`config.mk`:
```
export PLATFORM = sky130hd
export DESIGN_NAME = dcache_port_arbiter
export DESIGN_NICKNAME = d
export VERILOG_FILES = /design/src/rtl/dcache_port_arbiter.sv
export SDC_FILE = /design/constraint.sdc
export NUM_CORES = 1
export LEC_CHECK = 0
export CAP_MARGIN = 15
export CORE_AREA = 2 2 126 128
export CTS_CLUSTER_SIZE = 12
export DETAILED_ROUTE_END_ITERATION = 16
export DIE_AREA = 0 0 128 130
export SLEW_MARGIN = 20
export SYNTH_ARGS = -nofsm -noshare
export SYNTH_HDL_FRONTEND = slang
export SYNTH_SLANG_ARGS = --single-unit
```
`constraint.sdc`:
```
create_clock -name clk -period 3.5 [get_ports clk]
set_clock_uncertainty 0.1 [all_clocks]
set_input_delay 0.525 -clock clk [delete_from_list [all_inputs] [get_ports clk]]
set_output_delay 0.525 -clock clk [all_outputs]
set_load 0.005 [all_outputs]
```
`src/rtl/dcache_port_arbiter.sv`:
```
// -----------------------------------------------------------------------------
// dcache_port_arbiter
//
// Shares the single pipelined DCache request port between the AGU
// (loads/stores) and the SPU (CACHE-op accesses) in the execute stage.
// One requester is granted per cycle, and that grant is held until the DCache
// accepts the request. The owner of every accepted request is recorded in an
// in-order owner FIFO, so each in-order response is routed back to the unit
// that issued it.
//
// Configuration:
//   DCACHE_ARB_RR_EN  defined   -> round-robin on a tie (requester not granted last wins)
//                     undefined -> fixed priority, SPU over AGU
//
// Ports:
//   clk, reset                    core clock, asynchronous active-low reset
//   flush                         pipeline flush, outstanding responses discarded
//   agu_* / spu_*                 requester side: req, wr, wstrb[3:0], size[2:0],
//                                 addr[31:0], wdata[31:0] in; addr_ok,
//                                 data_ok, rdata[31:0] out
//   dcache_*                      DCache side: req, wr, wstrb, size, addr, wdata
//                                 out; addr_ok, data_ok, rdata in
//   arb_busy                      requests outstanding or a grant held
//
// FSM states:
//   state    | meaning
//   IDLE     | no grant held, arbitrate among current requests
//   HOLD_AGU | AGU request presented, waiting for dcache_addr_ok
//   HOLD_SPU | SPU request presented, waiting for dcache_addr_ok
// -----------------------------------------------------------------------------
module dcache_port_arbiter #(
    parameter int MAX_OUTSTANDING = 4
) (
    input  logic        clk,
    input  logic        reset,
    input  logic        flush,

    input  logic        agu_req,
    input  logic        agu_wr,
    input  logic [3:0]  agu_wstrb,
    input  logic [2:0]  agu_size,
    input  logic [31:0] agu_addr,
    input  logic [31:0] agu_wdata,
    output logic        agu_addr_ok,
    output logic        agu_data_ok,
    output logic [31:0] agu_rdata,

    input  logic        spu_req,
    input  logic        spu_wr,
    input  logic [3:0]  spu_wstrb,
    input  logic [2:0]  spu_size,
    input  logic [31:0] spu_addr,
    input  logic [31:0] spu_wdata,
    output logic        spu_addr_ok,
    output logic        spu_data_ok,
    output logic [31:0] spu_rdata,

    output logic        dcache_req,
    output logic        dcache_wr,
    output logic [3:0]  dcache_wstrb,
    output logic [2:0]  dcache_size,
    output logic [31:0] dcache_addr,
    output logic [31:0] dcache_wdata,
    input  logic        dcache_addr_ok,
    input  logic        dcache_data_ok,
    input  logic [31:0] dcache_rdata,

    output logic        arb_busy
);

    localparam int PW = $clog2(MAX_OUTSTANDING);
    localparam int CW = PW + 1;
    localparam logic [CW-1:0] MAX_CNT = CW'(MAX_OUTSTANDING);
    localparam logic OWN_AGU = 1'b0;
    localparam logic OWN_SPU = 1'b1;

    typedef enum logic [1:0] {
        IDLE     = 2'd0,
        HOLD_AGU = 2'd1,
        HOLD_SPU = 2'd2
    } state_t;

    state_t                     state;
    state_t                     state_nxt;
    logic [PW-1:0]              rd_ptr;
    logic [PW-1:0]              wr_ptr;
    logic [CW-1:0]              count;
    logic [MAX_OUTSTANDING-1:0] fifo_owner;
    logic [MAX_OUTSTANDING-1:0] fifo_discard;
    logic [MAX_OUTSTANDING-1:0] entry_valid;
    logic                       hold_flush;

    logic grant_vld;
    logic grant_own;
    logic idle_own;
    logic push;
    logic pop;
    logic room;
    logic head_own;
    logic head_disc;

    // An entry is live when its distance from the read pointer is below count.
    for (genvar g = 0; g < MAX_OUTSTANDING; g++) begin : g_valid
        logic [PW-1:0] offs;
        assign offs           = PW'(g) - rd_ptr;
        assign entry_valid[g] = ({1'b0, offs} < count);
    end

    assign pop       = dcache_data_ok && (count != '0);
    assign head_own  = fifo_owner[rd_ptr];
    assign head_disc = fifo_discard[rd_ptr];

    // A response popped this cycle frees the slot that this cycle's push uses,
    // so a full FIFO can still accept a new request alongside data_ok.
    assign room = (count < MAX_CNT) || pop;

`ifdef DCACHE_ARB_RR_EN
    logic last_grant;

    always_comb begin
        idle_own = spu_req ? OWN_SPU : OWN_AGU;
        if (agu_req && spu_req)
            idle_own = ~last_grant;
    end

    always_ff @(posedge clk or negedge reset) begin
        if (!reset)
            last_grant <= OWN_AGU;
        else if (push)
            last_grant <= grant_own;
    end
`else
    always_comb begin
        idle_own = spu_req ? OWN_SPU : OWN_AGU;
    end
`endif

    always_comb begin
        state_nxt = state;
        grant_vld = 1'b0;
        grant_own = OWN_AGU;
        case (state)
            IDLE: begin
                if (reset && !flush && room && (agu_req || spu_req)) begin
                    grant_vld = 1'b1;
                    grant_own = idle_own;
                    if (!dcache_addr_ok)
                        state_nxt = (idle_own == OWN_SPU) ? HOLD_SPU : HOLD_AGU;
                end
            end
            HOLD_AGU: begin
                grant_vld = 1'b1;
                grant_own = OWN_AGU;
                if (dcache_addr_ok)
                    state_nxt = IDLE;
            end
            HOLD_SPU: begin
                grant_vld = 1'b1;
                grant_own = OWN_SPU;
                if (dcache_addr_ok)
                    state_nxt = IDLE;
            end
            default: begin
                state_nxt = IDLE;
            end
        endcase
    end

    assign push = grant_vld && dcache_addr_ok;

    always_comb begin
        dcache_req   = grant_vld;
        dcache_wr    = 1'b0;
        dcache_wstrb = '0;
        dcache_size  = '0;
        dcache_addr  = '0;
        dcache_wdata = '0;
        if (grant_vld) begin
            if (grant_own == OWN_SPU) begin
                dcache_wr    = spu_wr;
                dcache_wstrb = spu_wstrb;
                dcache_size  = spu_size;
                dcache_addr  = spu_addr;
                dcache_wdata = spu_wdata;
            end else begin
                dcache_wr    = agu_wr;
                dcache_wstrb = agu_wstrb;
                dcache_size  = agu_size;
                dcache_addr  = agu_addr;
                dcache_wdata = agu_wdata;
            end
        end
    end

    assign agu_addr_ok = push && (grant_own == OWN_AGU);
    assign spu_addr_ok = push && (grant_own == OWN_SPU);

    assign agu_data_ok = pop && !head_disc && (head_own == OWN_AGU);
    assign spu_data_ok = pop && !head_disc && (head_own == OWN_SPU);
    assign agu_rdata   = agu_data_ok ? dcache_rdata : '0;
    assign spu_rdata   = spu_data_ok ? dcache_rdata : '0;

    assign arb_busy = (count != '0) || (state != IDLE);

    always_ff @(posedge clk or negedge reset) begin
        if (!reset) begin
            state        <= IDLE;
            rd_ptr       <= '0;
            wr_ptr       <= '0;
            count        <= '0;
            fifo_owner   <= '0;
            fifo_discard <= '0;
            hold_flush   <= 1'b0;
        end else begin
            state <= state_nxt;

            if (push) begin
                fifo_owner[wr_ptr] <= grant_own;
                wr_ptr             <= wr_ptr + 1'b1;
            end
            if (pop)
                rd_ptr <= rd_ptr + 1'b1;

            if (push && !pop)
                count <= count + 1'b1;
            else if (!push && pop)
                count <= count - 1'b1;

            // A flush poisons everything in flight, including the entry being
            // pushed now and a held request that is accepted later.
            for (int i = 0; i < MAX_OUTSTANDING; i++) begin
                if (push && (wr_ptr == PW'(i)))
                    fifo_discard[i] <= flush || hold_flush;
                else if (flush && entry_valid[i])
                    fifo_discard[i] <= 1'b1;
            end

            if (push)
                hold_flush <= 1'b0;
            else if (flush && (state != IDLE))
                hold_flush <= 1'b1;
        end
    end

`ifndef SYNTHESIS
    a_no_orphan_data_ok : assert property (
        @(posedge clk) disable iff (!reset) !(dcache_data_ok && (count == '0))
    ) else $error("dcache_data_ok with no outstanding request");
`endif

endmodule
```
# Word level (Yosys, flattened, before mapping)
# Index checks and enable logic that the tools add are counted.
# classes
addsub	8
multipliers	0
n_div	0
order_cmp	8
eq_ne	8
shift	0
mux	41
bitwise	2
reduce_logical	42
# ops
op	n
32-bit 2-to-1 mux	6
1-bit logical AND	22
1-bit 2-to-1 mux	18
2-bit nonzero test	7
2-bit by 3-bit < comparator with 1-bit output	4
3-bit 2-to-1 mux	4
2-bit 2-to-1 mux	4
4-bit 2-to-1 mux	2
2-bit equality test (second input constant)	3
2-bit by 3-bit < comparator with 1-bit output (second input constant)	2
2-bit by 1-bit adder with 2-bit output (second input constant)	2
1-bit binary-select mux with 2-bit select	2
4-bit bitwise mux	1
2-bit by 1-bit equality test with 1-bit output (second input constant)	2
1-bit logical NOT	4
2-bit logical NOT	2
1-bit logical OR	4
2-bit != test (second input constant)	2
1-bit case mux with 2 select lines	2
2-bit case mux with 2 select lines	1
1-bit by 2-bit subtractor with 2-bit output (first input constant)	2
2-bit subtractor (first input constant)	2
3-bit by 1-bit adder with 3-bit output (second input constant)	1
3-bit < comparator (second input constant)	1
other kinds (8)	9
# totals
register_bits	18
latch_bits	0
ramBits	0
rom_bits	0
output_inout_bits	142
mem_count	0

# Depth between registers and ports, before layout
# Gate-level depths: netlist of the first run.
# logic_depth
word_depth	12
depth_mapped	13

# Least setup slack after synthesis of the first run
# OpenSTA, ideal clock, no wires.
# synth_path
kind	register to register
start	reg state[0]
end	reg count[1]
arrival_ns	2.409
t_required_ns	3.275
setup_slack_ns	0.867
path_stages_with_launch	12
path_buffers	0
synth_period_minus_slack_ns	2.633
cell_sequence	dfrtp_1 inv_1 ha_1 nor2b_1 a41oi_2 inv_2 nand2_1 inv_1 ha_1 inv_1 fa_1 mux2_2
# synth_via
elab_chain_len	7
elab_cells_between_ends	11
# synth_rtl
item	line_no	rtl
start: declaration	83	state_t state;
start signal: assignment	215	state <= state_nxt;
2-bit equality test / 2-bit by 1-bit equality test with 1-bit output (equally long branches)	142	case (state)
2-bit OR reduction (no line)	--	
1-bit case mux with 2 select lines *	142	
1-bit logical AND *	169	assign push = grant_vld && dcache_addr_ok;
1-bit logical NOT	226	else if (!push && pop)
1-bit logical AND	226	
2-bit nonzero test (no line)	--	
end signal: assignment	225	count <= count + 1'b1;
end signal: assignment	227	count <= count - 1'b1;
end: declaration	87	logic [CW-1:0] count;
# Every way passes the cells marked *; elsewhere a longest branch is shown, timed or not.
# A chain may end at the register's enable or synchronous reset.

# Final worst setup path of the first run
# layout_path
start	in dcache_data_ok
end	out dcache_wdata[26]
# layout_via
elab_chain_len	8
elab_cells_between_ends	10
# layout_rtl
item	line_no	rtl
start: declaration	65	input logic dcache_data_ok,
1-bit logical AND *	109	assign pop = dcache_data_ok && (count != '0);
1-bit logical OR *	115	assign room = (count < MAX_CNT) || pop;
1-bit logical AND * (2 in series)	144	if (reset && !flush && room && (agu_req || spu_req)) begin
1-bit 2-to-1 mux	144	
1-bit case mux with 2 select lines	142	
32-bit 2-to-1 mux	179	if (grant_own == OWN_SPU) begin
32-bit 2-to-1 mux *	178	if (grant_vld) begin
end: declaration	63	output logic [31:0] dcache_wdata,
# Marked as above.

==> results of run 1 <==
==> area by class of cell <==
cell class / instances / share of cell area
inverters: 14 / 0.00839
clock buffers: 4 / 0.0142
multi-input cells: 364 / 0.324
flip-flops and latches: 18 / 0.0719
repair buffers: 337 / 0.543
well taps: 192 / 0.0384
==> cells by family (layout without fill, tap and decap cells) <==
logic type / Yosys count / after routing / share of synthesized area
multiplexers: 4 / 4 / 0.0256
XOR/XNOR: 7 / 7 / 0.0232
adder cells (fa/ha/maj): 13 / 13 / 0.0645
AND/OR/NAND/NOR: 236 / 236 / 0.422
AO/OA/AOI/OAI: 104 / 104 / 0.221
buffers and inverters: 45 / 355 / 0.0726
flip-flops: 18 / 18 / 0.171
==> flip-flops by register name (all words and copies together) (netlist names) <==
| register | cells |
|---|---|
| fifo_discard | 4 |
| hold_flush | 1 |
| fifo_owner | 4 |
| state | 2 |
| rd_ptr | 2 |
| wr_ptr | 2 |
| count | 3 |
==> cells in the mapped netlist, types with 3 or more instances <==
master,n,area [um^2]
sky130_fd_sc_hd__buf_2,10,50.1
sky130_fd_sc_hd__nand2_1,146,548
sky130_fd_sc_hd__ha_1,12,150
sky130_fd_sc_hd__nor2_1,5,18.8
sky130_fd_sc_hd__dfrtp_1,18,450
sky130_fd_sc_hd__xor2_1,3,26.3
sky130_fd_sc_hd__a211oi_1,4,30.0
sky130_fd_sc_hd__and2_1,72,450
sky130_fd_sc_hd__xnor2_1,4,35.0
sky130_fd_sc_hd__a21oi_1,87,435
sky130_fd_sc_hd__inv_1,13,48.8
sky130_fd_sc_hd__clkbuf_1,18,67.6
==> where the power goes <==
part | internal (mW) | switching (mW)
logic | 1.52 | 1.31
registers | 0.306 | 0.109
clock network | 0.174 | 0.0809
==> critical path, cell delays in order <==
cell and delay, ns:
sky130_fd_sc_hd__clkdlybuf4s50_1 0.43, sky130_fd_sc_hd__nand2b_2 0.27, sky130_fd_sc_hd__a41oi_4 0.33, sky130_fd_sc_hd__buf_12 0.23
sky130_fd_sc_hd__nand2_1 0.12, sky130_fd_sc_hd__a21oi_1 0.14, sky130_fd_sc_hd__clkdlybuf4s50_1 0.52
==> path summary, 6_finish.rpt <==
check | from | endpoint | slack (ns) | depth (start not counted)
worst min register to register | fifo_owner[2] | fifo_owner[2] | 0.43 | 2
worst min-delay path | fifo_owner[2] | fifo_owner[2] | 0.43 | 2
max in group asynchronous | reset | rd_ptr[1] | 2.55 | 2
worst max register to register | state[0] | count[2] | 0.73 | 13
min in group asynchronous | reset | hold_flush | 0.55 | 2
worst max-delay path | dcache_data_ok | dcache_wdata[26] | 0.28 | 7
==> through the flow <==
stage          utilization  hold WS, ns  std cells  area, um^2
2_1_floorplan            -        0.129        427        2640
3_3_place_gp         0.400        0.420        925        6170
3_5_place_dp         0.400        0.424        925        6170
4_1_cts              0.406        0.437        929        6260
5_1_grt              0.406        0.463        929        6260
6_report             0.406        0.432        929        6260
==> metal layers <==
metal	global-route usage	up-vias	wire length (um)
met4	0.0310	0	187
met2	0.262	216	6520
met3	0.0418	12	1310
li1	-	2017	-
met5	0	-	0
met1	0.187	1701	5570
==> cells in the final DEF, fill, tap and decap left out, types with 5 or more instances in the layout <==
cell type,count
sky130_fd_sc_hd__buf_4,8
sky130_fd_sc_hd__and2_1,72
sky130_fd_sc_hd__nor2_1,5
sky130_fd_sc_hd__nand2_1,146
sky130_fd_sc_hd__buf_12,5
sky130_fd_sc_hd__ha_1,12
sky130_fd_sc_hd__dfrtp_1,18
sky130_fd_sc_hd__a21oi_1,87
sky130_fd_sc_hd__clkdlybuf4s50_1,324
sky130_fd_sc_hd__inv_1,13
==> results.md, run 1 <==
- The floorplan step defined a core boundary enclosing 15400 um^2.
- Measured along the x axis, the die boundary spans 128 um.
- The floorplan step set the die height to 130 um.
- The first detailed-routing pass took 6 iterations.
- Prior to clock tree synthesis, the placed netlist has a worst setup slack of 0.278 ns.
- The clock buffer count from CTS is 3.
- The synthesized design contains 18 register bits.
- For this block, the routed nets add up to 13600 um of wire.
- The number of global-route vias before repair is 3752.
- CTS built an H-tree with a depth of 1.
- 0 antenna diodes ended up in the layout.
- Summed over all nets, the half-perimeter wirelength after detailed placement is 11100 um.
- In the final layout, flip-flops and latches occupy 450 um^2.
- The mean number of vias per cell is 4.25.
- The final critical-path share of the clock period is 0.919.
- The category of the most critical setup path is input pin to primary output.
- The maximum number of buffers from clock root to sink is 2.
- For this run, the register share of the synthesized area comes to 0.171.
- The starting density of the core is 0.171.
- The transition at the pin with the smallest max-transition slack is 0.413 ns.
- At the later pin of the worst-skew pair, clock insertion delay measures 0.25 ns.
- The clock period could shrink to 3.22 ns.
- The number of nets handed over by synthesis was 623.
- The routed layout has 3946 vias.
- The congestion estimate from routability-driven global placement came to 0.763.
- After technology mapping, the gate count stands at 427.
- For this run, the total global-route usage over all layers was measured as 0.150.
- The count of buffers added by post-CTS timing repair for setup is 0.
- Dividing total power by cell area gives a power density of 559 nW/um^2.
- Yosys mapped a number of flops with a built-in enable equal to 0.
- Entering global routing, the biggest net connects 73 pins.
- Post-CTS repair changed the size of 0 cells.
- The initial antenna violation count came to 0.
- The headroom to the max-slew limit is 0.717.
- The total number of placement rows is 46.
- The root cell of the clock tree is sky130_fd_sc_hd__clkbuf_16.
- The hold violation count in the final report came to 0.
- Counting flops with an async set or reset pin after synthesis yields a share of 1.00.
- For the final routed database, the setup TNS stands at 0 ns.
- In this run the mean area of a mapped cell was 6.18 um^2.
- Setup repair after global routing left no endpoint under its margin.
- Across the run, the number of max-cap violations was 0.
- Yosys printed 0 warnings.
- In the final layout, the multi-input gates occupy 2030 um^2.
- In this run the worst hold path is classified as flop to flop.
- The DRC violation total after the first TritonRoute iteration is 141.
- The count of final max-slew check failures was 0.
- The final layout net count is 934.
- The worst setup path is launched from an input pin.
- Among all flip-flop cells after synthesis, the most frequent one is sky130_fd_sc_hd__dfrtp_1.
- Of all nets on the critical path, the largest fanout is 39.
- Counting the fill cells in the layout gives 1574.
- In the final layout, the share of cells above drive strength 1 is 0.0393.
- For the worst setup path, the data required time is 2.87 ns.
- STA classifies the critical path endpoint as a primary output.
- The flow ran to the end, and the final reports show no timing, DRC or antenna violations.
- The first-pass GRT wire length is 20100 um.
- In this run the cell area of the synthesized design comes to 2640 um^2.
- The count of buffers added on input and output ports is 324.
- For the worst setup path, the data arrival time is 2.59 ns.
- Across the VDD grid, the largest voltage drop is 0.395 mV.
- The area growth from synthesis to layout is 137%.
- After clock tree synthesis, the clock-pin slew on the worst setup and hold paths is 0.05 ns.
- The I/O pin count is 325.
- Buffers inserted to repair hold after CTS numbered 0.
- Synthesis instantiated 38 different standard cells from the library.
- The setup slack of the critical path after layout is 0.284 ns.
- The clock tree from TritonCTS is built.
- The area of the die is 16600 um^2.
- The analysis attributes to cell leakage a power of 2.49 nW.
- The post-layout total power is 3.50 mW.
- The global-route congestion overflow total is 0.
- For this run, the top clock speed supported by timing is 311 MHz.
- The detail route stage leaves a number of antenna-violating nets equal to 0.
- Setup violations remaining at the end of the flow were counted as 0.
- The remaining design rule violation count is 0.
- In the final routed layout, each cell accounts on average for 14.6 um.
- The clock sink total is 18.
No activity file was read; power rests on OpenSTA's default activity.
==> run 2: changes to the inputs <==
Clock period 3.5 ns to 3.9 ns, I/O delays scaled along.
==> run 2 against run 1 <==
Compared with the run above:
- worst hold slack better by 0.00053 ns
- cell count down 0.32%
- combinational power down 11%
- wire length up 1.2%
- highest routed layer unchanged
- non-clock buffer count down 4
- utilization down 0.26 points
- critical path type unchanged
- sequential share of layout area about the same
- die area unchanged
==> results.md, run 2 (synthesis gave the netlist of run 1 again) <==
- The flow ran to the end, and the final reports show no timing, DRC or antenna violations.
- The clock tree from TritonCTS is built.
- The maximum net fanout on the critical path is 73.
- The count of final max-slew check failures came to 0.
- Setup repair after global routing left no endpoint under its margin.
- The first-pass GRT wire length is 20300 um.
- Timing would allow up to 287 MHz.
- Measured along the y axis, the die boundary spans 130 um.
- In this run, post-CTS repair resized a total of 0 instances.
- At the later pin of the worst-skew pair, clock insertion delay measures 0.25 ns.
- The number of maximum-capacitance constraint violations is 0.
- Port buffering added 324 buffers.
- Routability-driven placement finished with a final weighted congestion of 0.770.
- The launching point of the worst reg2reg path is state[0].
- Power spread over the standard cell area amounts to 502 nW/um^2.
- Entering global routing, the biggest net connects 74 pins.
- In the routed design, unresolved DRC markers number 0.
- Data on the critical path is required at its endpoint by 3.21 ns.
- For the worst setup path, the data arrival time is 2.80 ns.
- In this run the count of I/O pins placed on the die edge is 325.
- The DRC violation total after the first TritonRoute iteration is 137.
- The non-filler instance count after layout is 926.
- After detailed placement, the design holds a cell count of 921.
- The final critical-path share of the clock period is 0.894.
- The half-perimeter wire length of the detailed placement result is 11200 um.
- Headroom to the max-slew limit came out at 0.741.
- The total number of placement rows is 46.
- In the final design database the tool counted 930 nets.
- By startpoint and endpoint, the worst setup path is classified as input pin to primary output.
- The global-route total usage across every layer is 0.154.
- The library cell used most frequently in the layout, excluding fill and tap cells, is sky130_fd_sc_hd__clkdlybuf4s50_1.
- The minimum clock period is 3.48 ns.
- The count of antenna-violating nets left after detailed routing is 0.
- The transition at the pin with the smallest max-transition slack is 0.379 ns.
- The pre-antenna-repair detailed-routing pass consisted of 4 iterations.
- For this design, the sink count on the clock tree is 18.
- The placeable core region is 15400 um^2.
- The final count of negative-setup-slack endpoints is 0.
- Tracing the worst setup path back leads to its startpoint at reset.
- Relative to the synthesized area, the layout overhead comes to 136%.
- Counting along the longest clock path gives a buffer depth of 2.
- The largest registers in the layout are fifo_discard: 4 flops, fifo_owner: 4 flops, count: 3 flops.
- The post-route setup TNS is 0 ns.
- Setup slack on the critical path of the routed design comes to 0.415 ns.
- The path class of the tightest hold or removal check is flop to flop.
- The hold violation count in the final report is 0.
- STA classifies the critical path endpoint as a primary output.
- The tree is rooted in a sky130_fd_sc_hd__clkbuf_16.
- The worst hold path startpoint is fifo_owner[3].
- The analysis attributes to cell leakage a power of 2.46 nW.
- Clock-pin slew was measured on the worst setup and hold paths at 0.05 ns.
- Dividing the detail-routed via count by the number of cells gives 4.30.
- Leaving out fill and tap cells, the most frequent cells in the layout are 324 x sky130_fd_sc_hd__clkdlybuf4s50_1, 146 x sky130_fd_sc_hd__nand2_1, 87 x sky130_fd_sc_hd__a21oi_1, 72 x sky130_fd_sc_hd__and2_1, 18 x sky130_fd_sc_hd__dfrtp_1.
- The number of global-route vias before repair came to 3782.
- VDD sags by at most 0.303 mV.
- In this run, CTS created clock tree buffers numbering 3.
- The global-route congestion overflow total is 0.
- Across all layers, the routed design uses 3978 vias.
- The routed design has 13800 um of wire.
- STA classifies the critical path startpoint as an input pin.
- The share of post-route cells with drive strength above 1 is 0.0341.
- After clock tree synthesis, the flow added hold-fix buffers numbering 0.
- The die is 128 um wide.
- The count of buffers added by post-CTS timing repair for setup is 0.
- The worst slack after detailed placement is 0.431 ns.
- The initial antenna violation count was 1.
- In this run the number of H-tree levels came out at 1.
- The initial utilization of the core area, before any placement, comes to 0.171.
- Dividing the detail-routed wire length by the instance count gives 14.8 um.
- After filler insertion, the fill cell instance count of the layout stands at 1605.
- The area of the die is 16600 um^2.
[run 2: changes by cell type in the layout (fill, tap and decap cells not counted)]
cell and change:
sky130_fd_sc_hd__buf_12 -1, sky130_fd_sc_hd__buf_4 -3, sky130_fd_sc_hd__diode_2 +1
[run 2: worst paths after layout]
check / endpoint / slack, ns / cells after the start
min in group asynchronous: count[2] / 0.59 / 2
setup reg to reg: count[2] / 0.87 / 13
setup / recovery: dcache_wdata[24] / 0.42 / 7
hold reg to reg: fifo_owner[3] / 0.43 / 2
max in group asynchronous: fifo_discard[0] / 2.91 / 2
hold / removal: fifo_owner[3] / 0.43 / 2
[run 2: layout make-up]
cell class / instances / area [um^2] / area share
clock buffer: 4 / 88.8 / 0.0143
tap: 192 / 240 / 0.0386
sequential: 18 / 450 / 0.0724
antenna: 1 / 2.50 / 0.000402
inverter: 14 / 52.6 / 0.00845
multi-input combinational: 364 / 2030 / 0.326
timing repair buffer: 333 / 3360 / 0.540
[run 2: routing by layer]
metal,vias up,routed length (um),GRT usage,part of all wire
met5,-,0,0,0
met1,1743,5610,0.186,0.41
met3,11,1310,0.0422,0.095
met4,0,212,0.0304,0.015
met2,217,6620,0.275,0.48
li1,2007,-,-,-
[run 2: stage by stage]
stage | hold WS (ns) | power (mW) | cell area (um^2) | utilization
floorplan | 0.189 | 1.54 | 2640 | -
global placement | 0.423 | 2.92 | 6130 | 0.397
detailed placement | 0.424 | 2.91 | 6130 | 0.397
CTS | 0.435 | 3.16 | 6220 | 0.403
global route | 0.469 | 3.43 | 6220 | 0.403
finish | 0.432 | 3.12 | 6220 | 0.403
[run 2: power by group]
| part | switching (mW) | internal (mW) | total (mW) | leakage [nW] |
|---|---|---|---|---|
| Clock | 0.0748 | 0.156 | 0.231 | 0.0442 |
| Sequential | 0.0961 | 0.274 | 0.370 | 0.204 |
| Combinational | 1.17 | 1.35 | 2.52 | 2.21 |
[run 2: critical path: stages]
cell                              delay (ns)
sky130_fd_sc_hd__clkdlybuf4s50_1        0.47
sky130_fd_sc_hd__nor2b_2                0.32
sky130_fd_sc_hd__a41o_2                 0.28
sky130_fd_sc_hd__buf_12                 0.26
sky130_fd_sc_hd__nand2_1                0.10
sky130_fd_sc_hd__a21oi_1                0.19
sky130_fd_sc_hd__clkdlybuf4s50_1        0.54
